[config.mk]
export PLATFORM = sky130hd
export DESIGN_NAME = gf8_div
export DESIGN_NICKNAME = d
export VERILOG_FILES = /design/src/rtl/gf8_pkg.sv /design/src/rtl/gf8_mul.sv /design/src/rtl/gf8_div.sv
export SDC_FILE = /design/constraint.sdc
export NUM_CORES = 1
export LEC_CHECK = 0
export CAP_MARGIN = 25
export CORE_MARGIN = 1
export CORE_UTILIZATION = 50
export CTS_CLUSTER_DIAMETER = 120
export DETAILED_ROUTE_END_ITERATION = 10
export GPL_ROUTABILITY_DRIVEN = 0
export PLACE_DENSITY = 0.73
export SLEW_MARGIN = 15
export SYNTH_ARGS = -nofsm -noshare
export SYNTH_HDL_FRONTEND = slang
export SYNTH_SLANG_ARGS = --single-unit
[constraint.sdc]
create_clock -name clk -period 2.7 [get_ports clk]
set_input_delay 0.54 -clock clk [delete_from_list [all_inputs] [get_ports clk]]
set_output_delay 0.54 -clock clk [all_outputs]
set_load 0.01 [all_outputs]
[src/rtl/gf8_pkg.sv]
`default_nettype none
// ============================================================================
//  Module      : gf8_pkg
//  Description : Shared GF(2^3) definitions for the field divider: element
//                type, field polynomial x^3 + x^2 + 1, FSM state encoding,
//                inverse table and the iterative power-step count.
//  Revision    : 1.0 - initial release
// ============================================================================
package gf8_pkg;

  typedef logic [2:0] gf8_t;

  // Field polynomial x^3 + x^2 + 1.
  localparam logic [3:0] GF8_POLY = 4'b1101;

  // Divider FSM states, explicit 2-bit encoding.
  typedef enum logic [1:0] {
    GF8_IDLE = 2'd0,
    GF8_POW  = 2'd1,
    GF8_MUL  = 2'd2,
    GF8_DONE = 2'd3
  } gf8_state_e;

  // Multiplicative inverse table, entry [d] = d^-1 (zero has no inverse; entry [0] holds 0).
  // Element order (high to low): 7->5, 6->2, 5->7, 4->3, 3->4, 2->6, 1->1, 0->0.
  localparam logic [7:0][2:0] GF8_INV_LUT = {3'd5, 3'd2, 3'd7, 3'd3,
                                             3'd4, 3'd6, 3'd1, 3'd0};

  // Multiplies needed after loading acc = D to reach D^6 = D^-1.
  localparam int GF8_POW_STEPS = 5;

  // Multiply by x and reduce modulo the field polynomial.
  function automatic gf8_t gf8_xtime(input gf8_t a);
    gf8_xtime = {a[1:0], 1'b0} ^ (a[2] ? GF8_POLY[2:0] : 3'b000);
  endfunction

endpackage : gf8_pkg
`default_nettype wire

[src/rtl/gf8_mul.sv]
`default_nettype none
// ============================================================================
//  Module      : gf8_mul
//  Description : Purely combinational GF(2^3) multiplier. Carry-less 3x3
//                product, then the x^3 and x^4 terms are folded back using
//                the field polynomial.
//  Revision    : 1.0 - initial release
// ============================================================================
module gf8_mul
  import gf8_pkg::*;
(
  input  logic [2:0] a,
  input  logic [2:0] b,
  output logic [2:0] p
);

  // Reduced images of x^3 and x^4 (x^2+1 and x^2+x+1 for this polynomial).
  localparam gf8_t C_X3 = GF8_POLY[2:0];
  localparam gf8_t C_X4 = gf8_xtime(C_X3);

  logic [4:0] w_prod;

  // Carry-less product followed by reduction of the two overflow bits.
  always_comb begin
    w_prod = 5'b0;
    for (int i = 0; i < 3; i++) begin
      if (b[i]) w_prod = w_prod ^ ({2'b00, a} << i);
    end
    p = w_prod[2:0]
      ^ (w_prod[3] ? C_X3 : 3'b000)
      ^ (w_prod[4] ? C_X4 : 3'b000);
  end

endmodule : gf8_mul
`default_nettype wire

[src/rtl/gf8_div.sv]
`default_nettype none
// ============================================================================
//  Module      : gf8_div
//  Description : Sequential GF(2^3) divider, Q = N * D^-1, behind a
//                valid/ready handshake. D^-1 is built as D^6 by repeated
//                multiplication, or read from a table when GF8_DIV_LUT_EN
//                is defined. Division by zero returns Q = 0 and flags
//                div_by_zero.
//  Config      : GF8_DIV_LUT_EN - table inverse, 2-state path (no POW/cnt)
//  Revision    : 1.0 - initial release
// ============================================================================
module gf8_div
  import gf8_pkg::*;
(
  input  logic       clk,
  input  logic       n_rst,
  input  logic       in_valid,
  output logic       in_ready,
  input  logic [2:0] n_in,
  input  logic [2:0] d_in,
  output logic       out_valid,
  input  logic       out_ready,
  output logic [2:0] q_out,
  output logic       div_by_zero
);

  gf8_state_e r_state;
  gf8_t       r_n;
  gf8_t       r_acc;
  gf8_t       r_q;
  logic       r_dbz;
  logic       r_out_valid;
  gf8_t       w_mul_a;
  gf8_t       w_mul_b;
  gf8_t       w_mul_p;

`ifdef GF8_DIV_LUT_EN
  // Only the final N * D^-1 product needs the multiplier.
  assign w_mul_a = r_n;
  assign w_mul_b = r_acc;
`else
  gf8_t       r_d;
  logic [2:0] r_cnt;

  // Shared multiplier: acc*D while raising to the power, N*acc for the quotient.
  assign w_mul_a = (r_state == GF8_MUL) ? r_n   : r_acc;
  assign w_mul_b = (r_state == GF8_MUL) ? r_acc : r_d;

  // Power-step counter and divisor copy, used only by the iterative path.
  always_ff @(posedge clk or negedge n_rst) begin
    if (!n_rst) begin
      r_d   <= 3'b000;
      r_cnt <= 3'b000;
    end else if (r_state == GF8_IDLE && in_valid) begin
      r_d   <= d_in;
      r_cnt <= 3'b000;
    end else if (r_state == GF8_POW) begin
      r_cnt <= r_cnt + 3'd1;
    end
  end
`endif

  gf8_mul u_mul (
    .a (w_mul_a),
    .b (w_mul_b),
    .p (w_mul_p)
  );

  // Main control FSM and datapath registers.
  always_ff @(posedge clk or negedge n_rst) begin
    if (!n_rst) begin
      r_state     <= GF8_IDLE;
      r_n         <= 3'b000;
      r_acc       <= 3'b000;
      r_q         <= 3'b000;
      r_dbz       <= 1'b0;
      r_out_valid <= 1'b0;
    end else begin
      case (r_state)
        GF8_IDLE: begin
          if (in_valid) begin
            r_n   <= n_in;
            r_dbz <= (d_in == 3'b000);
`ifdef GF8_DIV_LUT_EN
            r_acc <= GF8_INV_LUT[d_in];
`else
            r_acc <= d_in;
`endif
            if (d_in == 3'b000) begin
              // Zero divisor: skip straight to the result.
              r_q         <= 3'b000;
              r_out_valid <= 1'b1;
              r_state     <= GF8_DONE;
            end else begin
`ifdef GF8_DIV_LUT_EN
              r_state <= GF8_MUL;
`else
              r_state <= GF8_POW;
`endif
            end
          end
        end
`ifdef GF8_DIV_LUT_EN
`else
        GF8_POW: begin
          r_acc <= w_mul_p;
          if (r_cnt == 3'(GF8_POW_STEPS - 1)) r_state <= GF8_MUL;
        end
`endif
        GF8_MUL: begin
          r_q         <= w_mul_p;
          r_out_valid <= 1'b1;
          r_state     <= GF8_DONE;
        end
        GF8_DONE: begin
          if (out_ready) begin
            r_out_valid <= 1'b0;
            r_state     <= GF8_IDLE;
          end
        end
        default: r_state <= GF8_IDLE;
      endcase
    end
  end

  assign in_ready    = (r_state == GF8_IDLE);
  assign out_valid   = r_out_valid;
  assign q_out       = r_q;
  assign div_by_zero = r_dbz;

endmodule : gf8_div
`default_nettype wire

Yosys cells after proc, flatten, opt, wreduce, memory -nomap -nowiden
Index checks and enable logic that the tools add are counted.

word-level totals
  register bits after elaboration = 19
  logic and storage cells = 56
  bits of input ports = 10

cells by class
  bitwise logic cells = 4
  muxes and demuxes = 23
  reductions and logical operators = 12
  equality and inequality tests = 8
  add/subtract/negate cells = 1

operator list
  operator                                        number
  2-to-1 mux 3 bit                                10
  case mux 3 bit (2 select lines)                 2
  2-to-1 mux 5 bit                                2
  2-to-1 mux 2 bit                                4
  case mux 2 bit (4 select lines)                 1
  AND reduction 3 bit                             2
  nonzero test 2 bit                              3
  bitwise XOR 3 bit                               2
  bitwise XOR 5 x 4 -> 5 bit                      1
  bitwise XOR 5 bit                               1
  == test 2 bit (second input constant)           2
  != test 2 x 1 -> 1 bit (second input constant)  2
  != test 2 bit (second input constant)           2
  AND reduction 2 bit                             2
  AND reduction 4 bit                             1
  adder 3 x 1 -> 3 bit (second input constant)    1
  == test 3 bit (second input constant)           1
  zero test 3 bit                                 1
  2-to-1 mux 1 bit                                3
  case mux 1 bit (3 select lines)                 1
  nonzero test 3 bit                              1
  == test 2 x 1 -> 1 bit (second input constant)  1
  zero test 2 bit                                 1
  logical AND 1 bit                               1

Depth between registers and ports, before layout
Gate-level depths: netlist (run 1).

  depth in word-level cells = 11
  mapped depth = 9
  gate-level depth less buffers = 8

Hierarchy
A second synthesis (run 1) with hierarchy kept.

second synthesis, totals
  cells, all modules = 119
  area, all modules = 1281.2 um^2

modules (own cells, without submodules)
  module   cells each  instances  area an instance (um^2)
  gf8_div  90          1          1081.0
  gf8_mul  29          1          200.2

Worst setup path after synthesis (run 1)
OpenSTA, ideal clock, no wires.

  path kind = register to register
  start = register r_state[0]
  end = register r_acc[2]
  path buffers = 1
  period minus slack after synthesis = 1.972 ns
  setup slack = 0.728 ns
  arrival time = 1.844 ns
  cell stages (with the launch flop) = 10
  data required time = 2.572 ns
  cells stage by stage = dfrtp_1 inv_1 ha_1 buf_6 mux2_2 nand2_1 a21boi_1 o311a_1 nor3b_2 o22ai_1

between the ends
  word-level cells in the longest chain between the ends = 10

ends and longest elaborated chain
  what                                                                   line                          RTL
  from (decl)                                                            gf8_div.sv:27                 gf8_state_e r_state;
  from (signal assigned)                                                 gf8_div.sv:72                 r_state <= GF8_IDLE;
  from (signal assigned)                                                 gf8_div.sv:93                 r_state <= GF8_DONE;
  from (signal assigned)                                                 gf8_div.sv:98                 r_state <= GF8_POW;
  == test 2 bit                                                          gf8_div.sv:46, gf8_div.sv:47
  2-to-1 mux 3 bit, on equally long branches                             gf8_div.sv:46, gf8_div.sv:47
  2-to-1 mux 3 bit / bitwise XOR 5 x 4 -> 5 bit (equally long branches)  gf8_mul.sv:27                 if (b[i]) w_prod = w_prod ^ ({2'b00, a} << i);
  bitwise XOR 5 x 4 -> 5 bit / 2-to-1 mux 5 bit (equally long branches)  gf8_mul.sv:27
  2-to-1 mux 5 bit / bitwise XOR 5 bit (equally long branches)           gf8_mul.sv:27
  bitwise XOR 5 bit / 2-to-1 mux 5 bit (equally long branches)           gf8_mul.sv:27
  2-to-1 mux 5 bit / 2-to-1 mux 3 bit (equally long branches)            gf8_mul.sv:27, gf8_mul.sv:30
  bitwise XOR 3 bit                                                      gf8_mul.sv:30                 ^ (w_prod[3] ? C_X3 : 3'b000)
  bitwise XOR 3 bit                                                      gf8_mul.sv:31                 ^ (w_prod[4] ? C_X4 : 3'b000);
  case mux 3 bit (2 select lines)                                        gf8_div.sv:79                 case (r_state)
  to (signal assigned)                                                   gf8_div.sv:87                 r_acc <= d_in;
  to (signal assigned)                                                   gf8_div.sv:106                r_acc <= w_mul_p;
  to (decl)                                                              gf8_div.sv:29                 gf8_t r_acc;

Several ways; a longest one is shown, not always the timed one.
A chain may end at the register's enable or synchronous reset.

Worst setup path after layout (run 1)
  start = register r_state[0]
  end = output port in_ready

between the ends
  word-level cells in the longest chain between the ends = 1

ends and longest elaborated chain
  what             line            RTL
  zero test 2 bit  gf8_div.sv:126  assign in_ready = (r_state == GF8_IDLE);
  to (decl)        gf8_div.sv:18   output logic in_ready,

Every way passes these cells.

==> qor.yml, run 1 <==
finish:
  final_cell_area_um2: 1430
  drive_above_1_share: 0.116
  area_growth_pct: 16.0
  diodes: 0
  final_net_count: 164
synthesis:
  yosysMostFrequentCell: "dfrtp_1"
  netlist.area_leader.share: 0.386
  synth_cell_types: 36
  netlist_top_cells_area: "dfrtp_1, ha_1, mux2_2"
  seq_area_frac_synth: 0.386
  yosys.area.top_type: "dfrtp_1"
  synth_ff_type: "dfrtp_1"
  ys_top_cells_by_count: "dfrtp_1, nor2_1, a21oi_1, nand2_1, o21ai_0"
  synth.avg_cell_area_um2: 9.47
  netlist_area_um2: 1230
  ys_seq_elements: 19
  ys_async_sr_fraction: 1.00
  synth_edf_count: 0
  ys_warn_count: 0
  synthesis.nets: 147
  synthCells: 130
min_path:
  hold_path.class: "flop to flop"
  min_from: "div_by_zero"
  whs_endpoint: "div_by_zero"
  holdPathStages: 1
worst_setup_path:
  r2r_start: "r_state[0]"
  crit_path_end_kind: "primary output"
  reg2regPathDepth: 8
  cp_num_buf_inv: 2
  cpLargestDelayFamily: "buffers and inverters"
  critPathMaxStageDelay_ns: 0.63
  worstPathMaxFanout: 14
  cpMaxStageDelayCell: "clkdlybuf4s50_1"
  critPathKind: "flop to primary output"
  r2r_end: "r_acc[0]"
  startpoint: "r_state[0]"
  reg2reg_slack_ns: 0.34
  path_depth: 3
  start_kind: "flop"
  arrival_ns: 1.96
  crit_path_cell_trace: "inv_1 > ha_1 > clkdlybuf4s50_1"
  cp_data_required_time_ns: 2.16
floorplan:
  core_um2: 2280
  design.portCount: 16
  die_h_um: 51.6
  die-area_um2: 2660
  initial_core_util: 0.541
  fp-row-count: 17
  die_x_um: 51.6
clock_tree:
  clock-sinks: 19
  cts_hold_buf: 0
  post_cts_buffers: 0
  cts_inserted_buffers: 3
  cts_resized: 0
  clkLatencyLatePin_ns: 0.29
  cts_max_level: 1
  root_buffer: "clkbuf_4"
  cts_buffer_depth: 2
  clk_pin_slew_worst_paths_ns: 0.11
  cts_tree: "yes"
placed_design:
  dpl_cell_area_um2: 1400
  hpwlAfterDp_um: 1810
  place_ws_ns: 0.279
  io_buffers: 15
timing:
  hold_violations: 0
  min_period_ns: 2.50
  slew_headroom: 0.663
  finalMaxSlewViolations: 0
  grt_setup_unrepaired: "no"
  setup_violations: 0
  timing.final.ws_setup_ns: 0.197
  max_freq_mhz: 399
  finClkSkew_ns: 0.00703
  max_slew.worst_pin.slew_ns: 0.492
  whs_ns: 0.485
  finalSetupTns_ns: 0
  post-route-period-util: 0.927
power_and_ir_drop:
  leakagePower_uw: 0.000613
  max-vdd-ir-drop_mv: 0.637
  power_density_nw_per_um2: 1300
status:
  status: "finished clean"
route:
  drc: 0
  via_count: 982
  routed_wl_um: 2420
  first_iter_violations: 21
  viasPerCell: 5.64
  wl_per_cell_um: 13.9
  dr.pass1.iters: 4
  antenna_left: 0
global_route:
  gr-total-overflow: 0
  grt_pass1_vias: 914
  antenna_found_initial: 0
  grt_max_degree: 20
  grt_pass1_wl_um: 4220
  grt.total_usage: 0.210
run:
  cap_violations: 0
## state kept, by name, indices dropped and copies added (netlist names)
register	flops
div_by_zero	1
out_valid	1
q_out	3
r_acc	3
r_cnt	3
r_d	3
r_n	3
r_state	2
## area by class of cell
| class | instances | area, µm² |
|---|---|---|
| timing repair buffer | 16 | 158 |
| tap | 28 | 35.0 |
| sequential | 19 | 475 |
| clock buffer | 3 | 22.5 |
| inverter | 8 | 30.0 |
| clock inverter | 1 | 5.00 |
| multi-input combinational | 99 | 702 |
| fill | 193 | 848 |
## worst register-to-register path: stages, from the launching register on
cell and delay [ns]:
dfrtp_1 0.43, inv_1 0.13, ha_1 0.35, mux2i_2 0.49, nand2b_1 0.13, xnor2_1 0.14
a21oi_1 0.17, xor2_1 0.27, o21ai_0 0.14
## logic make-up after synthesis
group | Yosys count | share of synthesized area
adders and majority gates | 7 | 0.0711
muxes | 14 | 0.144
DFF | 19 | 0.386
xor gates and xnor gates | 6 | 0.0427
buffers and inverters | 12 | 0.0437
and+or+nand+nor | 36 | 0.135
AOI/OAI and AO/OA | 36 | 0.177
## worst max-delay path by stage
stage,endpoint,slack [ns]
3_3_place_gp,q_out[1],0.32
6_report,in_ready,0.20
3_5_place_dp,q_out[0],0.28
5_1_grt,in_ready,0.06
2_1_floorplan,r_acc[2],0.73
4_1_cts,in_ready,0.17
## layout by cell type, fill, tap and decap left out, drive strengths merged, types with 2 or more instances in the layout
| master | netlist | layout |
|---|---|---|
| mux2i | 6 | 6 |
| xnor2 | 4 | 4 |
| nand2 | 10 | 10 |
| a21oi | 13 | 13 |
| nor2 | 14 | 14 |
| nor2b | 2 | 2 |
| mux2 | 8 | 8 |
| nand2b | 4 | 4 |
| nor3 | 2 | 2 |
| clkdlybuf4s50 | 0 | 15 |
| inv | 8 | 8 |
| dfrtp | 19 | 19 |
| nand3 | 2 | 2 |
| ha | 7 | 7 |
| o21ai | 11 | 11 |
| clkbuf | 2 | 3 |
| xor2 | 2 | 2 |
## per-layer routing
| layer | vias to the layer above | routed length, µm | track usage |
|---|---|---|---|
| met3 | 2 | 78 | 0.0205 |
| met4 | 0 | 12 | 0.0676 |
| li1 | 485 | - | - |
| met2 | 21 | 1130 | 0.335 |
| met5 | - | 0 | 0 |
| met1 | 474 | 1200 | 0.300 |
## where the power goes
| part | switching [µW] | total, µW | leakage [µW] | internal, µW |
|---|---|---|---|---|
| logic | 645 | 1190 | 0.000361 | 546 |
| registers | 116 | 529 | 0.000234 | 413 |
| clock network | 85.5 | 141 | 0.0000177 | 55.1 |
## through the flow
stage                     utilization  power [µW]  std cells
after floorplan                     -        1440        130
after global placement          0.615        1680        170
after detailed placement        0.615        1710        170
after CTS                       0.627        1860        174
after global routing            0.627        2030        174
final                           0.627        1860        174
(Power assumes the default switching activity.)
==> run 2: changes to the inputs <==
Settings changed: ABC_AREA set to 1, MAX_ROUTING_LAYER set to met4.
==> qor.yml, run 2 <==
finish:
  final_common_cell: "nand2_1"
  area_growth_pct: 14.4
  final_net_count: 213  # +30%
  diodes: 0  # unchanged
  drive_above_1_share: 0.0923  # -0.0241
  final_cells: 223  # +28%
  final_cell_mix: "nand2_1, inv_1, dfrtp_1"
clock_tree:
  cts_inserted_buffers: 3  # unchanged
  clk_pin_slew_worst_paths_ns: 0.11  # about the same
  cts_tree: "yes"
  cts_buffer_depth: 2  # unchanged
  root_buffer: "clkbuf_4"
  post_cts_buffers: 0  # unchanged
  clkLatencyLatePin_ns: 0.29  # about the same
  cts_max_level: 1  # unchanged
  clock-sinks: 19  # unchanged
  cts_hold_buf: 0  # unchanged
  cts_resized: 0  # unchanged
synthesis:
  netlist_area_um2: 1280  # +4.0%
  ys_top_cells_by_count: "nand2_1, inv_1, dfrtp_1, o21ai_0, nand3_1"
  synth_edf_count: 0  # unchanged
  synth_cell_types: 24  # -33%
  synthCells: 179  # +38%
  ys_seq_elements: 19  # unchanged
  yosys.area.top_type: "dfrtp_1"
  synth.avg_cell_area_um2: 7.15  # -24%
  synth_ff_type: "dfrtp_1"
  seq_area_frac_synth: 0.371  # -0.0147
  yosysMostFrequentCell: "nand2_1"
  netlist_top_cells_area: "dfrtp_1, nand2_1, inv_1"
  ys_warn_count: 0  # unchanged
  synthesis.nets: 196  # +33%
  ys_async_sr_fraction: 1.00  # unchanged
  netlist.area_leader.share: 0.371  # -0.0147
global_route:
  gr-total-overflow: 0  # unchanged
  grt_max_degree: 20  # unchanged
  grt.total_usage: 0.233  # +0.0228
  grt_pass1_vias: 1063  # +16%
  antenna_found_initial: 0  # unchanged
  grt_pass1_wl_um: 4530  # +7.4%
timing:
  finClkSkew_ns: 0.00313  # -0.00390 ns
  post-route-period-util: 0.835  # -0.0919
  max_freq_mhz: 443  # +11%
  slew_headroom: 0.425  # -0.238
  whs_ns: 0.497  # +0.0119 ns
  grt_setup_unrepaired: "no"
  finalMaxSlewViolations: 0  # unchanged
  hold_violations: 0  # unchanged
  finalSetupTns_ns: 0  # unchanged
  min_period_ns: 2.26  # -0.248 ns
  timing.final.ws_setup_ns: 0.445  # +0.248 ns
  max_slew.worst_pin.slew_ns: 0.860  # +0.369 ns
  setup_violations: 0  # unchanged
worst_setup_path:
  crit_end: "in_ready"
  cpMaxStageDelayCell: "clkdlybuf4s50_1"
  worstPathMaxFanout: 6  # -8
  start_kind: "flop"
  r2r_end: "q_out[1]"
  critPathMaxStageDelay_ns: 0.58  # -0.05 ns
  r2r_start: "r_state[0]"
  reg2reg_slack_ns: 0.70  # +0.36 ns
  reg2regPathDepth: 9  # +1
  critPathKind: "flop to primary output"
  arrival_ns: 1.72  # -0.24 ns
  crit_path_end_kind: "primary output"
  cp_data_required_time_ns: 2.16  # about the same
  startpoint: "r_state[0]"
  crit_path_cell_trace: "inv_1 > ha_1 > clkdlybuf4s50_1"
route:
  via_count: 1141  # +16%
  drc: 0  # unchanged
  first_iter_violations: 32  # +52%
  wl_per_cell_um: 12.2  # -12%
  dr.pass1.iters: 4  # unchanged
  antenna_left: 0  # unchanged
  routed_wl_um: 2710  # +12%
  viasPerCell: 5.12  # -9.3%
power_and_ir_drop:
  max-vdd-ir-drop_mv: 0.757  # +19%
  leakagePower_uw: 0.000747  # +22%
  power_density_nw_per_um2: 1280  # -1.5%
status:
  status: "finished clean"
placed_design:
  hpwlAfterDp_um: 2110  # +17%
  io_buffers: 15  # unchanged
  place_ws_ns: 0.633  # +0.354 ns
  dp_cells: 219  # +29%
floorplan:
  design.portCount: 16  # unchanged
  die_x_um: 52.6  # +1.9%
  core_um2: 2320  # +1.9%
  die-area_um2: 2770  # +3.8%
  fp-row-count: 17  # unchanged
  die_h_um: 52.6  # +1.9%
  initial_core_util: 0.552  # +0.0111
min_path:
  hold_path.class: "flop to flop"
run:
  cap_violations: 0  # unchanged
-- run 2: where the power goes --
part           switching [µW]  total (µW)  internal, µW
logic                     797        1240           443
clock network            86.2         144          57.5
registers                83.4         495           412
total                     967        1880           913
-- run 2: cell type report --
type | instances | area [µm²]
Clock buffer | 4 | 26.3
Fill cell | 201 | 855
Inverter | 28 | 113
Multi-Input combinational cell | 129 | 664
Sequential cell | 19 | 475
Tap cell | 28 | 35.0
Timing Repair Buffer | 15 | 150
-- run 2: cells by family (layout without fill, tap and decap cells) --
logic type               count (synthesis)  count (layout)  synth area share
XOR/XNOR                                 3               3            0.0264
flip-flops                              19              19             0.371
AO/OA/AOI/OAI                           26              26             0.109
adder cells (fa/ha/maj)                  7               7            0.0684
buffers and inverters                   31              47             0.109
AND/OR/NAND/NOR                         93              93             0.316
-- run 2: worst min-delay path by stage --
stage / startpoint / to / slack [ns] / depth (start not counted)
floorplan: n_rst / div_by_zero / 0.24 / 0
global placement: q_out[2] / q_out[2] / 0.47 / 2
detailed placement: div_by_zero / div_by_zero / 0.47 / 2
CTS: q_out[2] / q_out[2] / 0.50 / 2
global route: q_out[2] / q_out[2] / 0.54 / 2
finish: q_out[2] / q_out[2] / 0.50 / 2
-- run 2: critical path: cells and delay by family (launching register included) --
| kind | cells | cell delay [ns] |
|---|---|---|
| buf+inv | 2 | 0.71 |
| flops | 1 | 0.41 |
| fa+ha+maj | 1 | 0.29 |
-- run 2: stage by stage --
stage,power [µW],utilization,cell area [µm²]
2_1_floorplan,1450,-,1280
3_3_place_gp,1690,0.620,1440
3_5_place_dp,1730,0.620,1440
4_1_cts,1880,0.631,1460
5_1_grt,2070,0.631,1460
6_report,1880,0.631,1460
-- run 2: layer usage --
metal / GRT usage / wire length (µm)
met5: - / 0
met4: 0.0395 / 21
met1: 0.286 / 1190
met2: 0.395 / 1320
met3: 0.0551 / 176
==> run 3: changes to the inputs <==
Settings changed: CORE_UTILIZATION 50 to 49, PLACE_DENSITY 0.73 to 0.75.
Clock period 2.7 ns to 2 ns, I/O delays scaled along.
==> qor.yml, run 3 (synthesis results as in run 2) <==
floorplan:
  design.portCount: 16  # unchanged
  initial_core_util: 0.517  # -0.0354
  die-area_um2: 2820  # +2.0%
  fp-row-count: 18  # +1
  die_h_um: 53.1  # +0.98%
  die_x_um: 53.1  # +0.98%
  core_um2: 2480  # +6.9%
worst_setup_path:
  cpLargestDelayFamily: "flip-flops"
  cpMaxStageDelayCell: "dfrtp_1"
  cp_data_required_time_ns: 1.60  # -0.56 ns
  critPathKind: "flop to primary output"
  start_kind: "flop"
  critPathMaxStageDelay_ns: 0.48  # -0.10 ns
  arrival_ns: 1.44  # -0.28 ns
  cp_num_buf_inv: 2  # unchanged
  worstPathMaxFanout: 6  # unchanged
  crit_path_end_kind: "primary output"
  crit_path_cell_trace: "inv_1 > ha_2 > dlygate4sd2_1"
clock_tree:
  post_cts_buffers: 0  # unchanged
  cts_max_level: 1  # unchanged
  cts_buffer_depth: 2  # unchanged
  clk_pin_slew_worst_paths_ns: 0.11  # about the same
  cts_inserted_buffers: 3  # unchanged
  cts_tree: "yes"
  cts_hold_buf: 0  # unchanged
  clkLatencyLatePin_ns: 0.30  # about the same
  root_buffer: "clkbuf_4"
  clock-sinks: 19  # unchanged
timing:
  finalSetupTns_ns: 0  # unchanged
  min_period_ns: 1.84
  grt_setup_unrepaired: "no"
  max_freq_mhz: 543
  slew_headroom: 0.753  # +0.329
  finClkSkew_ns: 0.00685  # +0.00372 ns
  post-route-period-util: 0.920
  whs_ns: 0.415  # -0.0823 ns
  setup_violations: 0  # unchanged
  finalMaxSlewViolations: 0  # unchanged
  hold_violations: 0  # unchanged
  max_slew.worst_pin.slew_ns: 0.366  # -0.494 ns
route:
  drc: 0  # unchanged
  wl_per_cell_um: 11.6  # -4.8%
  via_count: 1134  # -0.61%
  antenna_left: 0  # unchanged
  dr.pass1.iters: 4  # unchanged
  routed_wl_um: 2640  # -2.6%
  first_iter_violations: 21  # -34%
  viasPerCell: 4.97  # -2.8%
power_and_ir_drop:
  max-vdd-ir-drop_mv: 0.896  # +18%
  leakagePower_uw: 0.000753  # +0.72%
  power_density_nw_per_um2: 1710  # +33%
placed_design:
  dp_cells: 224  # +2.3%
  io_buffers: 15  # unchanged
  dpl_cell_area_um2: 1460  # +1.7%
  hpwlAfterDp_um: 2100  # -0.43%
finish:
  final_cell_area_um2: 1520  # +3.8%
  final_cells: 228  # +2.2%
  final_common_cell: "nand2_1"
  final_cell_mix: "nand2_1, inv_1, dfrtp_1"
  final_net_count: 216  # +1.4%
  area_growth_pct: 18.7
  utilization: 0.613  # -0.0183
  fill_cells: 226  # +12%
  diodes: 0  # unchanged
  drive_above_1_share: 0.131  # +0.0390
global_route:
  grt_pass1_vias: 1088  # +2.4%
  grt.total_usage: 0.236  # +0.00275
  gr-total-overflow: 0  # unchanged
  grt_pass1_wl_um: 4690  # +3.5%
  antenna_found_initial: 0  # unchanged
  grt_max_degree: 20  # unchanged
run:
  cap_violations: 0  # unchanged
min_path:
  hold_path.class: "input port to async pin"
status:
  status: "finished clean"
-- run 3: layout make-up --
cell class,count,area [µm²],share of cell area
clock buffer,4,26.3,0.0173
tap,30,37.5,0.0247
inverter,28,116,0.0766
sequential,19,475,0.313
multi-input combinational,129,692,0.456
timing repair buffer,18,171,0.113
-- run 3: final timing paths --
check	to	from	cells past startpoint	slack, ns
setup / recovery	in_ready	r_state[1]	3	0.16
hold / removal	r_n[0]	n_rst	2	0.41
setup reg to reg	r_state[1]	r_state[1]	7	0.25
hold reg to reg	div_by_zero	div_by_zero	2	0.49
max in group asynchronous	r_acc[1]	n_rst	2	1.38
min in group clk	div_by_zero	div_by_zero	2	0.49
-- run 3: what timing repair did --
| item | CTS | global route |
|---|---|---|
| hold endpoints to repair | 0 | 0 |
| gates resized for setup | 2 | 6 |
| endpoints found under the setup margin | 1 | 6 |
-- run 3: where the power goes --
part,leakage (µW),switching [µW],internal (µW)
clock network,0.0000150,122,77.8
registers,0.000237,126,556
logic,0.000501,1060,649
total,0.000753,1310,1280
-- run 3: per-stage QoR --
step                      power, µW  worst slack [ns]
after floorplan                1950             0.391
after global placement         2290             0.138
after detailed placement       2350            0.0826
after CTS                      2550            0.0304
after global routing           2870            0.0610
final                          2590             0.160
-- run 3: per-layer routing --
layer,track usage,vias up,wire length [µm]
met5,-,-,0
met4,0.101,0,68
met3,0.0345,9,56
met2,0.371,20,1260
met1,0.301,513,1250
li1,-,592,-
